===== src/rtl/mc_control.sv =====
// mc_control -- multicycle control unit for the MIPS-subset computer.
//
// Sequences each instruction through IF -> ID -> EX -> MEM -> WB.
// Drives the ALU function code (aluc), the datapath mux selects and the
// write strobes. Stalls in IF and MEM until the memory reports mem_ready.
//
// Optional feature: define ILLEGAL_TRAP_EN to trap undefined instructions.
// When it is defined, an undefined op/func in ID raises the sticky
// `illegal` flag and parks the FSM in HALT until reset. When it is not
// defined, an undefined instruction retires as a NOP and `illegal` is 0.
//
// Ports
//   clock      in  1  single clock, rising edge
//   reset      in  1  synchronous, active-high
//   op         in  6  IR[31:26]
//   func       in  6  IR[5:0]
//   z          in  1  ALU zero flag
//   mem_ready  in  1  memory finished the current access this cycle
//   aluc       out 4  ALU function code
//   alusrca    out 1  ALU A: 0 PC, 1 rs/shamt
//   shift      out 1  ALU A takes sa (shift instructions in EX)
//   alusrcb    out 2  ALU B: 00 rt, 01 4, 10 imm, 11 sext(imm)<<2
//   sext       out 1  1 sign-extend imm, 0 zero-extend
//   pcsrc      out 2  PC source: 00 ALU, 01 branch target, 10 rs, 11 jump
//   pc_wr      out 1  PC write strobe
//   ir_wr      out 1  IR write strobe
//   mem_rd     out 1  memory read request
//   mem_wr     out 1  memory write request
//   iord       out 1  memory address: 0 PC, 1 ALU out
//   reg_wr     out 1  register file write
//   regdst     out 1  1 rd, 0 rt
//   m2reg      out 1  1 memory data, 0 ALU out
//   jal        out 1  write PC+4 to $31
//   state      out 3  current FSM state (debug)
//   illegal    out 1  sticky undefined-instruction flag
module mc_control (
   input  logic       clock,
   input  logic       reset,
   input  logic [5:0] op,
   input  logic [5:0] func,
   input  logic       z,
   input  logic       mem_ready,
   output logic [3:0] aluc,
   output logic       alusrca,
   output logic       shift,
   output logic [1:0] alusrcb,
   output logic       sext,
   output logic [1:0] pcsrc,
   output logic       pc_wr,
   output logic       ir_wr,
   output logic       mem_rd,
   output logic       mem_wr,
   output logic       iord,
   output logic       reg_wr,
   output logic       regdst,
   output logic       m2reg,
   output logic       jal,
   output logic [2:0] state,
   output logic       illegal
);

   typedef enum logic [2:0] {
      S_IF   = 3'd0,
      S_ID   = 3'd1,
      S_EX   = 3'd2,
      S_MEM  = 3'd3,
      S_WB   = 3'd4,
      S_HALT = 3'd5
   } state_t;

   localparam logic [5:0] OP_RTYPE = 6'b000000;
   localparam logic [5:0] OP_J     = 6'b000010;
   localparam logic [5:0] OP_JAL   = 6'b000011;
   localparam logic [5:0] OP_BEQ   = 6'b000100;
   localparam logic [5:0] OP_BNE   = 6'b000101;
   localparam logic [5:0] OP_LW    = 6'b100011;
   localparam logic [5:0] OP_SW    = 6'b101011;
   localparam logic [5:0] FN_JR    = 6'b001000;

   state_t state_reg;
   state_t state_next;

   // ------------------------------------------------------------------
   // Instruction decode
   // ------------------------------------------------------------------
   logic       is_rtype;
   logic       is_jr;
   logic       is_j;
   logic       is_jal;
   logic       is_beq;
   logic       is_bne;
   logic       is_lw;
   logic       is_sw;
   logic       r_ok;
   logic [3:0] r_aluc;
   logic       r_shift;
   logic       imm_ok;
   logic [3:0] imm_aluc;
   logic       imm_sext;
   logic       defined;

   assign is_rtype = (op == OP_RTYPE);
   assign is_jr    = is_rtype && (func == FN_JR);
   assign is_j     = (op == OP_J);
   assign is_jal   = (op == OP_JAL);
   assign is_beq   = (op == OP_BEQ);
   assign is_bne   = (op == OP_BNE);
   assign is_lw    = (op == OP_LW);
   assign is_sw    = (op == OP_SW);

   // R-type ALU operations (jr is handled separately in ID)
   always_comb begin
      r_ok    = 1'b0;
      r_aluc  = 4'b0000;
      r_shift = 1'b0;
      case (func)
         6'b100000: begin r_ok = 1'b1; r_aluc = 4'b0000; end
         6'b100010: begin r_ok = 1'b1; r_aluc = 4'b0100; end
         6'b100100: begin r_ok = 1'b1; r_aluc = 4'b0001; end
         6'b100101: begin r_ok = 1'b1; r_aluc = 4'b0101; end
         6'b100110: begin r_ok = 1'b1; r_aluc = 4'b0010; end
         6'b000000: begin r_ok = 1'b1; r_aluc = 4'b0011; r_shift = 1'b1; end
         6'b000010: begin r_ok = 1'b1; r_aluc = 4'b0111; r_shift = 1'b1; end
         6'b000011: begin r_ok = 1'b1; r_aluc = 4'b1111; r_shift = 1'b1; end
         default:   begin r_ok = 1'b0; end
      endcase
   end

   // Immediate ALU operations; logical immediates zero-extend
   always_comb begin
      imm_ok   = 1'b0;
      imm_aluc = 4'b0000;
      imm_sext = 1'b0;
      case (op)
         6'b001000: begin imm_ok = 1'b1; imm_aluc = 4'b0000; imm_sext = 1'b1; end
         6'b001100: begin imm_ok = 1'b1; imm_aluc = 4'b0001; end
         6'b001101: begin imm_ok = 1'b1; imm_aluc = 4'b0101; end
         6'b001110: begin imm_ok = 1'b1; imm_aluc = 4'b0010; end
         6'b001111: begin imm_ok = 1'b1; imm_aluc = 4'b0110; end
         default:   begin imm_ok = 1'b0; end
      endcase
   end

   assign defined = (is_rtype && (r_ok || is_jr)) || imm_ok || is_lw || is_sw ||
                    is_beq || is_bne || is_j || is_jal;

   // ------------------------------------------------------------------
   // State register
   // ------------------------------------------------------------------
   always_ff @(posedge clock) begin
      if (reset) begin
         state_reg <= S_IF;
      end else begin
         state_reg <= state_next;
      end
   end

   assign state = state_reg;

`ifdef ILLEGAL_TRAP_EN
   logic illegal_reg;

   always_ff @(posedge clock) begin
      if (reset) begin
         illegal_reg <= 1'b0;
      end else if (state_reg == S_ID && !defined) begin
         illegal_reg <= 1'b1;
      end
   end

   assign illegal = illegal_reg;
`else
   assign illegal = 1'b0;
`endif

   // ------------------------------------------------------------------
   // Next state and outputs
   // ------------------------------------------------------------------
   always_comb begin
      state_next = state_reg;
      aluc       = 4'b0000;
      alusrca    = 1'b0;
      shift      = 1'b0;
      alusrcb    = 2'b00;
      sext       = 1'b0;
      pcsrc      = 2'b00;
      pc_wr      = 1'b0;
      ir_wr      = 1'b0;
      mem_rd     = 1'b0;
      mem_wr     = 1'b0;
      iord       = 1'b0;
      reg_wr     = 1'b0;
      regdst     = 1'b0;
      m2reg      = 1'b0;
      jal        = 1'b0;

      case (state_reg)
         S_IF: begin
            mem_rd = 1'b1;
            if (mem_ready) begin
               // Latch the instruction and advance PC by 4 in the same cycle
               ir_wr      = 1'b1;
               pc_wr      = 1'b1;
               alusrcb    = 2'b01;
               state_next = S_ID;
            end
         end

         S_ID: begin
            // ALU computes PC+4 + sext(imm)<<2 so EX can use it as the branch target
            alusrcb = 2'b11;
            if (is_j) begin
               pc_wr      = 1'b1;
               pcsrc      = 2'b11;
               state_next = S_IF;
            end else if (is_jal) begin
               pc_wr      = 1'b1;
               pcsrc      = 2'b11;
               reg_wr     = 1'b1;
               jal        = 1'b1;
               state_next = S_IF;
            end else if (is_jr) begin
               pc_wr      = 1'b1;
               pcsrc      = 2'b10;
               state_next = S_IF;
            end else if (defined) begin
               state_next = S_EX;
            end else begin
`ifdef ILLEGAL_TRAP_EN
               state_next = S_HALT;
`else
               // PC was already advanced in IF, so this retires as a NOP
               state_next = S_IF;
`endif
            end
         end

         S_EX: begin
            if (is_rtype) begin
               aluc       = r_aluc;
               shift      = r_shift;
               alusrca    = 1'b1;
               alusrcb    = 2'b00;
               state_next = S_WB;
            end else if (imm_ok) begin
               aluc       = imm_aluc;
               sext       = imm_sext;
               alusrca    = 1'b1;
               alusrcb    = 2'b10;
               state_next = S_WB;
            end else if (is_lw || is_sw) begin
               alusrca    = 1'b1;
               alusrcb    = 2'b10;
               sext       = 1'b1;
               state_next = S_MEM;
            end else if (is_beq || is_bne) begin
               aluc       = 4'b0100;
               alusrca    = 1'b1;
               alusrcb    = 2'b00;
               pcsrc      = 2'b01;
               pc_wr      = is_beq ? z : !z;
               state_next = S_IF;
            end else begin
               state_next = S_IF;
            end
         end

         S_MEM: begin
            iord   = 1'b1;
            mem_rd = is_lw;
            mem_wr = is_sw;
            if (mem_ready) begin
               state_next = is_lw ? S_WB : S_IF;
            end
         end

         S_WB: begin
            reg_wr     = 1'b1;
            regdst     = is_rtype;
            m2reg      = is_lw;
            state_next = S_IF;
         end

`ifdef ILLEGAL_TRAP_EN
         S_HALT: begin
            state_next = S_HALT;
         end
`endif

         default: begin
            state_next = S_IF;
         end
      endcase

      // A reset cycle aborts whatever was in flight: nothing may be written
      if (reset) begin
         pc_wr  = 1'b0;
         ir_wr  = 1'b0;
         mem_rd = 1'b0;
         mem_wr = 1'b0;
         reg_wr = 1'b0;
         jal    = 1'b0;
      end
   end

endmodule


===== config.mk =====
export PLATFORM = sky130hd
export DESIGN_NAME = mc_control
export DESIGN_NICKNAME = d
export VERILOG_FILES = /design/src/rtl/mc_control.sv
export SDC_FILE = /design/constraint.sdc
export NUM_CORES = 1
export LEC_CHECK = 0
export CAP_MARGIN = 20
export CORE_AREA = 2 2 51 53
export CTS_CLUSTER_DIAMETER = 100
export DETAILED_ROUTE_END_ITERATION = 8
export DIE_AREA = 0 0 53 55
export GPL_ROUTABILITY_DRIVEN = 1
export GPL_TIMING_DRIVEN = 0
export PLACE_DENSITY = 0.78
export SYNTH_ARGS = -nofsm -noshare
export SYNTH_HDL_FRONTEND = slang
export SYNTH_SLANG_ARGS = --single-unit

===== constraint.sdc =====
create_clock -name clock -period 2.9 [get_ports clock]
set_input_delay 0.58 -clock clock [delete_from_list [all_inputs] [get_ports clock]]
set_output_delay 0.58 -clock clock [all_outputs]
set_load 0.02 [all_outputs]

==> results_dict.tcl <==
set metrics [dict create \
    status "complete, no violations" \
    ff_latch_area_sq_um 60.06 \
    setup.worst_path.class "input port to output port" \
    io_pins 40 \
    vias 986 \
    crit_fanout 5 \
    die_area_sq_um 2915 \
    path_buf_inv 2 \
    yosysSeqAreaShare_pct 8.094 \
    cts_tree "built" \
    dp.cells 178 \
    final_cell_mix "17 x nor2_1, 14 x nand2_1, 14 x clkdlybuf4s50_1, 12 x a21oi_1, 8 x dlygate4sd2_1" \
    layout_commonest_cell "nor2_1" \
    overflow 0 \
    p_sw_share_pct 38.31 \
    endpoint_kind "output port" \
    drt_iter0_drc 17 \
    grt_pass1_wl_mm 3.905 \
    intPower_mw 0.1398 \
    die_y_um 55 \
    port-buffer-count 35 \
    cp.required_ns 2.32 \
    worstPathArrival_ns 2.25 \
    first_global_vias 923 \
    seqPwrFrac_pct 19.1 \
    core_sq_um 2365 \
    drv_slew 0 \
    period_share_pct 97.45 \
    syn_inst 113 \
    dpl_cell_area_sq_um 1130 \
    cts_root_buffer "clkbuf_4" \
    routedWlPerCell_um 13.01 \
    gp_congestion 0.8748 \
    cts.reportedPaths.clkPinSlew_ns 0.04 \
    ys_ff_latch 3 \
    p_clk_share_pct 32.8 \
    drt_first_pass_iters 4 \
    vdd_drop_max_v 0.0001293 \
    drive_gt1_share_pct 21.05 \
    hold_class "register to register" \
    synth_edf_count 0 \
    slew_headroom_pct 65.91 \
    areaGrowthSynthToFinish_pct 55.14 \
    grt_max_degree 11 \
    n_fill_cell 248 \
    fin_area_sq_um 1151 \
    fin_nets 169 \
    drv_cap 0 \
    numCtsBuffers 3 \
    drc_errors 0 \
    multiInputGateArea_sq_um 631.9 \
    ys.warnings.count 0 \
    clk_path_buf_depth 2 \
    finalClockSkew_ns 0.002251 \
    rsz0062_at_grt "yes" \
    cpPeakStageDelay_ns 0.46 \
    largest_register_ffs 3 \
    avgSynthCellArea_sq_um 6.566 \
    rows 18 \
    path_cells "clkdlybuf4s50_1, nand4b_2, or2_4, nor2_2, a21oi_1, nor3_2, dlygate4sd2_1" \
    ys.flop_type "dfxtp_1" \
    fmax_mhz 353.8 \
    cts_sinks 3 \
    layout.cells.non_filler 182 \
    syn_area_sq_um 742.0 \
    hold_buffers 0 \
    combPwrFrac_pct 48.1 \
    die_x_um 53 \
    track_usage_pct 17.49 \
    hold_viol 0 \
    fin_crit_ns 2.826 \
    p_sw_mw 0.08679 \
    synth_cell_types 45 \
    h-tree-depth 1 \
    worst_pin_slew_ns 0.5113 \
    dp_hpwl_mm 1.915 \
    slowest_stage "clkdlybuf4s50_1" \
    cp_top_family "buffers and inverters" \
    leakage_nw 0.5167 \
    clkLatencyLatePin_ns 0.24 \
    ant_nets 0 \
    wl_mm 2.368 \
    start_util_pct 31.38 \
    setup-violations-final 0 \
    cts_setup_buffers 0 \
    finalPower_mw 0.2266 \
    p_per_area_nw_per_um2 196.8 \
    antenna_found_initial 0 \
    viasPerCell 5.418 \
    syn-num-nets 129 \
    ys_async_sr_fraction_pct 0 \
    antennaDiodeCount 0 \
    startpoint_type "input port" \
]
## worst reg2reg max path: cells and delay by family (launching register included)
family	cells	cell delay, ns
compound gates	1	0.25
simple gates	3	0.54
flops	1	0.45
## metrics by stage
step	hold slack (ns)	setup WS, ns	util, %	TNS (ns)
2_1_floorplan	0.8105	0.5951	-	0
3_3_place_gp	0.7664	-0.4562	47.78	-4.646
3_5_place_dp	0.7842	-0.5008	47.78	-5.299
4_1_cts	0.7906	0.004598	48.78	0
5_1_grt	0.8243	-0.02609	48.68	-0.04535
6_report	0.7928	0.07382	48.68	0
## cell type report
| cell class | instances | area share [%] |
|---|---|---|
| multi-input combinational | 96 | 54.89 |
| buffer | 8 | 3.804 |
| sequential | 3 | 5.217 |
| timing repair buffer | 35 | 28.59 |
| tap | 30 | 3.261 |
| clock buffer | 4 | 2.283 |
| inverter | 6 | 1.957 |
## final timing paths
kind            start  endpoint  slack, ns  cells past startpoint
min          state[2]  state[0]       0.79                      2
max reg2reg  state[1]  state[0]       1.59                      4
max             op[2]    mem_rd       0.07                      7
min reg2reg  state[2]  state[0]       0.79                      2
## synth_stat cells (all sizes together), types with 2 or more instances
cell type / count / area, sq um
o21ai: 3 / 15.01
nor3: 8 / 61.31
a21oi: 12 / 60.06
nor2: 20 / 80.07
buf: 8 / 40.04
inv: 6 / 22.52
nand2: 15 / 58.81
nor4: 5 / 58.80
o22ai: 2 / 12.51
dfxtp: 3 / 60.06
a32oi: 2 / 17.52
a211o: 2 / 17.52
nand3: 3 / 15.01
or2: 2 / 15.02
## kinds of logic after synthesis
family,Yosys count,share of synthesized area [%]
AND/OR/NAND/NOR,62,51.10
AO/OA/AOI/OAI,31,29.35
buffers and inverters,14,8.432
flip-flops,3,8.095
XOR/XNOR,1,1.181
multiplexers,1,1.349
other,1,0.5054
## repair_timing
action | 4_1_cts | 5_1_grt
hold endpoints to repair | 0 | 0
gates resized for setup | 25 | 18
endpoints found under the setup margin | 17 | 11
## layer usage
metal | global-route usage (%) | share of wire [%]
met1 | 22.22 | 42
met2 | 31.25 | 52
met3 | 0.8065 | 4.0
met4 | 6.838 | 2.0
met5 | 0 | 0
## power groups by stage
stage / Clock (mW) / Sequential, mW / Combinational [mW]
6_report: 0.0743 / 0.0433 / 0.109
4_1_cts: 0.0770 / 0.0433 / 0.108
2_1_floorplan: 0 / 0.0451 / 0.0594
3_5_place_dp: 0 / 0.0439 / 0.109
5_1_grt: 0.0779 / 0.0434 / 0.119
3_3_place_gp: 0 / 0.0439 / 0.108
Power figures use the tool's default switching activity.
